## src/rtl/pwm_dac_multi_if.sv

```systemverilog
// Shadow-register load port for pwm_dac_multi: valid/ready write of one channel value.
interface pwm_dac_multi_if #(
  parameter int unsigned WIDTH = 8,
  parameter int unsigned CW    = 2
);
  logic             load_valid;
  logic             load_ready;
  logic [CW-1:0]    load_chan;
  logic [WIDTH-1:0] load_data;

  modport master (
    output load_valid,
    output load_chan,
    output load_data,
    input  load_ready
  );

  modport slave (
    input  load_valid,
    input  load_chan,
    input  load_data,
    output load_ready
  );
endinterface

```

## src/rtl/pwm_dac_multi.sv

```systemverilog
// NCH-channel PWM DAC sharing one period counter, with double-buffered channel values.
// Define PWM_DAC_SIGMA_DELTA_EN to build per-channel first-order sigma-delta mode.
module pwm_dac_multi #(
  parameter int unsigned WIDTH = 8,
  parameter int unsigned NCH   = 4,
  parameter int unsigned CW    = 2
) (
  input  logic              aclk,
  input  logic              reset,
  input  logic              enable,
  pwm_dac_multi_if.slave    load,
  input  logic [NCH-1:0]    mode,
  output logic [NCH-1:0]    dac_bit,
  output logic              period_tick,
  output logic              load_err
);

  localparam logic [WIDTH-1:0] CNT_MAX = '1;

  typedef enum logic {
    ST_INIT,
    ST_RUN
  } ready_state_e;

  ready_state_e     state_q, state_d;
  logic [WIDTH-1:0] count_q, count_d;
  logic [WIDTH-1:0] shadow_q [NCH];
  logic [WIDTH-1:0] shadow_d [NCH];
  logic [WIDTH-1:0] active_q [NCH];
  logic [WIDTH-1:0] active_d [NCH];
  logic [NCH-1:0]   dac_q, dac_d;
  logic             tick_q, tick_d;
  logic             err_q, err_d;

  logic             ready;
  logic             accept;
  logic             boundary;
  logic             chan_ok;
  logic [2**CW-1:0] chan_map;

`ifdef PWM_DAC_SIGMA_DELTA_EN
  logic [WIDTH-1:0] acc_q [NCH];
  logic [WIDTH-1:0] acc_d [NCH];
  logic [WIDTH:0]   sd_sum [NCH];
`else
  logic unused_mode;
  assign unused_mode = ^mode;
`endif

  // Ready is held off for one cycle after reset releases.
  always_comb begin
    state_d = state_q;
    case (state_q)
      ST_INIT: state_d = ST_RUN;
      ST_RUN:  state_d = ST_RUN;
      default: state_d = ST_INIT;
    endcase
  end

  assign ready = (state_q == ST_RUN);

  // Decoded map of legal channel indices; avoids indexing past NCH.
  always_comb begin
    chan_map = '0;
    for (int unsigned i = 0; i < 2**CW; i++) begin
      chan_map[i] = (i < NCH);
    end
  end

  assign accept   = load.load_valid & ready;
  assign chan_ok  = chan_map[load.load_chan];
  assign boundary = enable & (count_q == CNT_MAX);

  always_comb begin
    count_d = enable ? count_q + 1'b1 : count_q;
    tick_d  = boundary;
    err_d   = accept & ~chan_ok;
    dac_d   = '0;
    for (int unsigned i = 0; i < NCH; i++) begin
      shadow_d[i] = shadow_q[i];
      if (accept && (load.load_chan == CW'(i))) begin
        shadow_d[i] = load.load_data;
      end
      // Transfer takes the pre-edge shadow, so a same-cycle load waits a period.
      active_d[i] = boundary ? shadow_q[i] : active_q[i];
      dac_d[i]    = enable & (count_q < active_q[i]);
`ifdef PWM_DAC_SIGMA_DELTA_EN
      sd_sum[i] = {1'b0, acc_q[i]} + {1'b0, active_q[i]};
      acc_d[i]  = acc_q[i];
      if (enable && mode[i]) begin
        acc_d[i] = sd_sum[i][WIDTH-1:0];
        dac_d[i] = sd_sum[i][WIDTH];
      end
`endif
    end
  end

  always_ff @(posedge aclk) begin
    if (reset) begin
      state_q <= ST_INIT;
      count_q <= '0;
      dac_q   <= '0;
      tick_q  <= 1'b0;
      err_q   <= 1'b0;
      for (int unsigned i = 0; i < NCH; i++) begin
        shadow_q[i] <= '0;
        active_q[i] <= '0;
`ifdef PWM_DAC_SIGMA_DELTA_EN
        acc_q[i]    <= '0;
`endif
      end
    end else begin
      state_q <= state_d;
      count_q <= count_d;
      dac_q   <= dac_d;
      tick_q  <= tick_d;
      err_q   <= err_d;
      for (int unsigned i = 0; i < NCH; i++) begin
        shadow_q[i] <= shadow_d[i];
        active_q[i] <= active_d[i];
`ifdef PWM_DAC_SIGMA_DELTA_EN
        acc_q[i]    <= acc_d[i];
`endif
      end
    end
  end

  assign load.load_ready = ready;
  assign dac_bit         = dac_q;
  assign period_tick     = tick_q;
  assign load_err        = err_q;

endmodule

```

## src/flat_wrapper.sv

```systemverilog
// flat-port wrapper written by rule: the top's interface ports become plain ports
module pwm_dac_multi_flat 
#(
  parameter int unsigned WIDTH = 8,
  parameter int unsigned NCH   = 4,
  parameter int unsigned CW    = 2
)
  (aclk, reset, enable, mode, dac_bit, period_tick, load_err, load_load_valid, load_load_chan, load_load_data, load_load_ready);
  pwm_dac_multi_if #(.WIDTH(WIDTH), .CW(CW)) load_i ();
  input  logic aclk;
  input  logic reset;
  input  logic enable;
  input  logic [NCH-1:0] mode;
  output logic [NCH-1:0] dac_bit;
  output logic period_tick;
  output logic load_err;
  input wire logic [$bits(load_i.load_valid)-1:0] load_load_valid;
  input wire logic [$bits(load_i.load_chan)-1:0] load_load_chan;
  input wire logic [$bits(load_i.load_data)-1:0] load_load_data;
  output wire logic [$bits(load_i.load_ready)-1:0] load_load_ready;
  assign load_i.load_valid = load_load_valid;
  assign load_i.load_chan = load_load_chan;
  assign load_i.load_data = load_load_data;
  assign load_load_ready = load_i.load_ready;
  pwm_dac_multi #(.WIDTH(WIDTH), .NCH(NCH), .CW(CW)) u_core (.aclk(aclk), .reset(reset), .enable(enable), .load(load_i), .mode(mode), .dac_bit(dac_bit), .period_tick(period_tick), .load_err(load_err));
endmodule
```

## config.mk

```make
export PLATFORM = sky130hd
export DESIGN_NAME = pwm_dac_multi_flat
export DESIGN_NICKNAME = d
export VERILOG_FILES = /design/src/rtl/pwm_dac_multi_if.sv /design/src/rtl/pwm_dac_multi.sv /design/src/flat_wrapper.sv
export SDC_FILE = /design/constraint.sdc
export NUM_CORES = 1
export LEC_CHECK = 0
export CORE_ASPECT_RATIO = 0.8
export CORE_MARGIN = 10
export CORE_UTILIZATION = 30
export CTS_BUF_LIST = sky130_fd_sc_hd__clkbuf_16
export DETAILED_ROUTE_END_ITERATION = 8
export PLACE_DENSITY = 0.57
export SKIP_CTS_REPAIR_TIMING = 1
export SLEW_MARGIN = 10
export SYNTH_ARGS = -nofsm -noshare
export SYNTH_HDL_FRONTEND = slang
export SYNTH_SLANG_ARGS = --single-unit
```

## constraint.sdc

```tcl
create_clock -name aclk -period 1.6 [get_ports aclk]
set_clock_uncertainty 0.15 [all_clocks]
set_input_delay 0.32 -clock aclk [delete_from_list [all_inputs] [get_ports aclk]]
set_output_delay 0.32 -clock aclk [all_outputs]
set_load 0.02 [all_outputs]
```

==> flow_summary.yaml, run 1 <==
layout:
  final_nets: 509
  syn_to_final_growth_pct: 29.1
  drive_above_1_share_pct: 19.3
  fin_util_pct: 39.3
  diodes: 0
drt:
  totalWireLength_um: 9160
  ant_nets: 0
  wl_per_cell_um: 14.9
  drt_iter0_markers: 249
  drc: 0
  vias: 2899
  firstDrtPassIters: 4
  viasPerCell: 4.71
synth:
  postSynth.asyncResetShare_pct: 0
  syn_area_per_cell_um2: 8.27
  synth_top_cell_by_area: "dfxtp_1"
  ys_seq_area_share_pct: 44.8
  yosysWarnings: 0
  synthTopCellsByArea: "dfxtp_1, nand2_1, ha_1, a21oi_1, inv_1"
  ys_ff_latch: 78
  yosysTopAreaCellShare_pct: 44.8
  synth_edf_count: 0
  synth_ff_type: "dfxtp_1"
  ys_top_cells_by_count: "nand2_1, dfxtp_1, a21oi_1"
  syn_inst: 421
  yosysUniqueCellTypes: 34
  syn_area_um2: 3480
  synth_nets: 468
  synth.most_common_cell: "nand2_1"
hold_path:
  min_to: "u_core.load.load_ready"
  hp-start: "reset"
  hp-class: "in -> reg"
  min_path_cells: 2
sta:
  fmax_ghz: 0.561
  relSlewSlack_pct: 41.2
  finalMaxSlewViolations: 0
  setup_viol: 37
  finalCritPeriodShare_pct: 111
  worstMarginPinSlew_ps: 881
  hold_violations: 0
  final.min_clock_period_ps: 1780
  setup_slack_ps: -183
  fin_setup_tns_ps: -4960
  rsz0062_at_grt: "true"
place:
  gp_congestion: 0.796
  port_buffers: 19
  dpl.hpwl_um: 5970
power_and_ir_drop:
  p_leak_nw: 1.61
  powerDensity_nw_per_um2: 943
  total_power_mw: 4.24
  peakVddDrop_v: 0.000457
worst_setup_path:
  reg2reg_slack_ps: -180
  path_cells: "ha_4 > or3b_4 > o2111ai_2 > a31oi_1 > a2111oi_2"
  worstPathRequired_ps: 1660
  crit_fanout: 6
  slowest_stage: "a2111oi_2"
  end_kind: "flop"
  start_kind: "flop"
  critPathKind: "reg -> reg"
  max_stage_delay_ps: 400
  worst_r2r_path_depth: 5
  reg2reg_from: "u_core.count_q[1]"
  r2r-end: "u_core.dac_bit[1]"
  crit_arrival_ps: 1850
floorplan:
  core-area_um2: 11400
  fp.dieH_um: 116
  die-area_um2: 16300
  io_pins: 25
  start_util_pct: 30.5
  fp.dieW_um: 140
  std_cell_rows: 35
clocking:
  cts_max_path_buffers: 2
  clock-sinks: 78
  cts_root_buf: "clkbuf_16"
  clk_pin_slew_worst_paths_ps: 60
  numCtsBuffers: 9
  clk_latency_ps: 340
  cts_tree: "done"
  htree_levels: 3
global_routing:
  grt_pass1_vias: 2647
  antenna_found_initial: 0
  grt_use_total_pct: 10.6
  gr-total-overflow: 0
  grt_pass1_wl_um: 13600
  grt_max_degree: 74
status:
  violations: "setup timing"
  status: "complete, but fails checks"
job:
  maxCapViolCount: 0
state kept, by name (all words and copies together) (netlist names):
name                    count
u_core.active_q            32
u_core.shadow_q            32
u_core.count_q              8
u_core.dac_bit              4
u_core.load.load_ready      1
u_core.period_tick          1
through the flow:
step                setup slack (ps)  std cells  hold WS, ps  cell area (um2)
finish                          -183        615         76.7             4500
global route                    -237        615         78.6             4500
CTS                             -282        607         62.4             4220
detailed placement              -299        591          291             3930
global placement                -289        591          287             3930
floorplan                       3.58        421          245             3480
kinds of logic (layout without fill, tap and decap cells):
family / after synthesis / count (layout) / share of synthesized area, %
compound gates: 92 / 92 / 16.8
xor+xnor: 5 / 5 / 1.26
fa+ha+maj: 29 / 29 / 10.4
buf+inv: 49 / 95 / 6.61
flops: 78 / 78 / 44.8
mux: 1 / 1 / 0.287
other cells: 1 / 1 / 0.108
simple gates: 166 / 166 / 19.7
final cells by class:
| type | instances | area, um2 |
|---|---|---|
| tap | 148 | 185 |
| fill | 1154 | 6930 |
| sequential | 78 | 1580 |
| multi-input combinational | 294 | 1810 |
| inverter | 30 | 113 |
| timing repair buffer | 49 | 518 |
| clock buffer | 9 | 225 |
| clock inverter | 7 | 67.6 |
cell usage in the layout, fill, tap and decap left out, drive strengths merged:
cell type	instances
nand2	137
dfxtp	78
a21oi	66
inv	32
ha	29
buf	28
clkbuf	12
clkdlybuf4s50	12
nor2	9
dlymetal6s2s	6
nand4	4
a211oi	4
o21a	4
o211ai	4
a31oi	4
a2111oi	4
xor2	4
clkinvlp	4
or3	4
or3b	4
o2111ai	4
nor3	2
and3	2
o21ai	2
nand3	2
and4	1
nand2b	1
mux2i	1
xnor2	1
conb	1
bufinv	1
worst max-delay path by stage:
stage	depth (start not counted)	from	slack (ps)	endpoint
floorplan	5	u_core.count_q[4]	4	u_core.dac_bit[2]
global placement	6	enable	-290	u_core.active_q[3][7]
detailed placement	5	load_load_chan[0]	-300	u_core.shadow_q[0][11]
CTS	4	u_core.count_q[5]	-280	u_core.dac_bit[2]
global route	7	u_core.count_q[1]	-240	u_core.active_q[3][4]
finish	5	u_core.count_q[1]	-180	u_core.dac_bit[1]
worst max-delay path: cells and delay by family, from the launching register on:
family                   cells  cell delay (ps)
AND/OR/NAND/NOR              1              360
flip-flops                   1              380
adder cells (fa/ha/maj)      1              170
AO/OA/AOI/OAI                3              590
routing by layer:
layer  wire length, um  GRT usage (%)  part of all wire (%)
met5                 0              0                     0
met4                89           3.71                  0.97
met3               434           3.41                   4.7
met2              3780           14.7                    41
met1              4860           14.8                    53
report_power, final:
group | switching [mW] | internal (mW)
combinational | 0.130 | 0.106
sequential | 0.0311 | 1.97
clock | 0.809 | 1.20
Note: power is estimated with default switching activity, not from simulation.
==> inputs of run 2 (changes only) <==
--- a/config.mk
+++ b/config.mk
@@ -5,10 +5,11 @@
 export SDC_FILE = /design/constraint.sdc
 export NUM_CORES = 1
 export LEC_CHECK = 0
+export ABC_AREA = 1
 export CORE_ASPECT_RATIO = 0.8
 export CORE_MARGIN = 10
 export CORE_UTILIZATION = 30
-export CTS_BUF_LIST = sky130_fd_sc_hd__clkbuf_16
+export CTS_BUF_LIST = sky130_fd_sc_hd__clkbuf_2
 export DETAILED_ROUTE_END_ITERATION = 8
 export PLACE_DENSITY = 0.57
 export SKIP_CTS_REPAIR_TIMING = 1
==> flow_summary.yaml, run 2 <==
status:
  status: "complete, but fails checks"
  violations: "setup timing"
layout:
  design_area_um2: 4410
  mostFrequentLayoutCells: "nor2_1, dfxtp_1, o21ai_0"
  nFillCells: 1244
  fin_util_pct: 38.1
  syn_to_final_growth_pct: 23.5
  final_nets: 564
  final_common_cell: "nor2_1"
  drive_above_1_share_pct: 19.2
  reg_top3: "u_core.active_q: 32 flops, u_core.shadow_q: 32 flops, u_core.count_q: 8 flops"
global_routing:
  met1_usage_pct: 15.0
  gr-usage-met2_pct: 13.9
  grt_pass1_wl_um: 14300
  antenna_found_initial: 1
  grt_pass1_vias: 2866
  grt_busiest_layer: "met1"
  gr-total-overflow: 0
  grt_use_total_pct: 10.4
  grt_use_met3_pct: 3.75
  grt_max_degree: 72
place:
  dpl.hpwl_um: 6040
  dpl-instance-area_um2: 4080
  port_buffers: 19
  gp_congestion: 0.772
worst_setup_path:
  slowest_stage: "dfxtp_4"
  crit_fanout: 8
  cp_num_buf_inv: 2
  critPathKind: "reg -> reg"
  path_cells: "ha_4 > buf_6 > nand3_4 > nor2_4 > nand3_4 > nor2_8 > clkbuf_16 > nor2_1 > nor2_1"
  worstPathRequired_ps: 1930
  start_kind: "flop"
  max_stage_delay_ps: 410
  critPathTopFamily: "simple AND/OR/NAND/NOR gates"
  end_kind: "flop"
  crit_arrival_ps: 2030
synth:
  ys_seq_area_share_pct: 43.8
  synth_edf_count: 0
  synth_nets: 518
  yosysWarnings: 0
  syn_area_um2: 3570
  syn_inst: 471
  synth_ff_type: "dfxtp_1"
  postSynth.asyncResetShare_pct: 0
  yosysUniqueCellTypes: 23
  yosysTopAreaCellShare_pct: 43.8
  ys_top_cells_by_count: "nor2_1, dfxtp_1, o21ai_0"
  synth_top_cell_by_area: "dfxtp_1"
  syn_area_per_cell_um2: 7.57
  synth.most_common_cell: "nor2_1"
  synthTopCellsByArea: "dfxtp_1, nor2_1, ha_1, o21ai_0, nand2_1"
  ys_ff_latch: 78
drt:
  totalWireLength_um: 8870
  vias: 3031
  drc: 0
  drt_iter0_markers: 222
  viasPerCell: 4.52
  wl_per_cell_um: 13.2
  firstDrtPassIters: 4
  ant_nets: 0
sta:
  hold_violations: 0
  setup_viol: 32
  rsz0062_at_grt: "true"
  setup_slack_ps: -101
  finalMaxSlewViolations: 0
  fmax_ghz: 0.588
  final.min_clock_period_ps: 1700
  finalCritPeriodShare_pct: 106
clocking:
  numCtsBuffers: 9
  clk_latency_ps: 540
  clk_pin_slew_worst_paths_ps: 220
  cts_max_path_buffers: 2
  cts_root_buf: "clkbuf_2"
  cts_tree: "done"
  htree_levels: 3
  clock-sinks: 78
power_and_ir_drop:
  total_power_mw: 3.41
  p_leak_nw: 1.90
  peakVddDrop_v: 0.000295
  powerDensity_nw_per_um2: 774
floorplan:
  start_util_pct: 30.8
  die-area_um2: 16700
  fp.dieH_um: 118
  io_pins: 25
  fp.dieW_um: 142
  core-area_um2: 11600
  std_cell_rows: 35
job:
  maxCapViolCount: 0
hold_path:
  hp-class: "in -> reg"
-- run 2: cell count changes in the layout (fill, tap and decap cells not counted), moves of 11 or more --
cell,before,now
nor2_1,9,133
nand2_1,135,45
o21ai_0,2,61
a21oi_1,47,16
a21oi_2,19,2
clkbuf_2,0,13
inv_1,31,42
-- run 2: cell type report --
type	count	area (um2)	area share, %
multi-input combinational	328	1850	41.9
sequential	78	1570	35.7
timing repair buffer	51	490	11.1
inverter	49	188	4.26
tap	148	185	4.20
clock inverter	7	73.8	1.68
clock buffer	9	45.0	1.02
antenna	1	2.50	0.0568
-- run 2: worst reg2reg max path, delay by kind of cell (launching register included) --
family        cells  cell delay (ps)
simple gates      6              660
fa+ha+maj         1              150
buf+inv           2              290
flops             1              410
-- run 2: worst paths after layout --
kind | from | to | slack, ps | cells past startpoint
setup reg to reg | u_core.count_q[1] | u_core.active_q[2][7] | -100 | 9
setup / recovery | u_core.count_q[1] | u_core.active_q[2][7] | -100 | 9
hold reg to reg | u_core.active_q[1][7] | u_core.active_q[1][7] | 350 | 2
hold / removal | load_load_data[1] | u_core.shadow_q[0][25] | 300 | 3
-- run 2: logic make-up (layout without fill, tap and decap cells) --
family          after synthesis  after routing  synth area share (%)
simple gates                210            210                  25.4
compound gates               88             88                  12.6
flops                        78             78                  43.8
buf+inv                      65            116                  7.93
fa+ha+maj                    29             29                  10.2
other cells                   1              2                 0.105
-- run 2: metal layers --
layer	wire length (um)	vias to the layer above
met1	4740	1374
met3	555	8
li1	-	1588
met4	97	0
met5	0	-
met2	3480	61
-- run 2: through the flow --
step	cells	TNS, ps	hold slack (ps)	setup WS, ps
after detailed placement	648	-17720	322	-468
after floorplan	471	0	304	16.8
after global routing	671	-4390	265	-161
after CTS	664	-5580	254	-456
final	671	-1840	302	-101
after global placement	648	-16300	314	-478
-- run 2: where the power goes --
part           total (mW)  internal (mW)  switching, mW
logic               0.300          0.126          0.174
clock network        1.10          0.366          0.737
registers            2.01           1.99         0.0233
total                3.41           2.48          0.934
==> inputs of run 3 (changes only) <==
--- a/config.mk
+++ b/config.mk
@@ -11,9 +11,9 @@
 export CORE_UTILIZATION = 30
 export CTS_BUF_LIST = sky130_fd_sc_hd__clkbuf_2
 export DETAILED_ROUTE_END_ITERATION = 8
+export HOLD_SLACK_MARGIN = 0.05
 export PLACE_DENSITY = 0.57
 export SKIP_CTS_REPAIR_TIMING = 1
-export SLEW_MARGIN = 10
 export SYNTH_ARGS = -nofsm -noshare
 export SYNTH_HDL_FRONTEND = slang
 export SYNTH_SLANG_ARGS = --single-unit
==> results of run 3 <==
The final DEF is identical to that of run 2; final timing and power are the same.
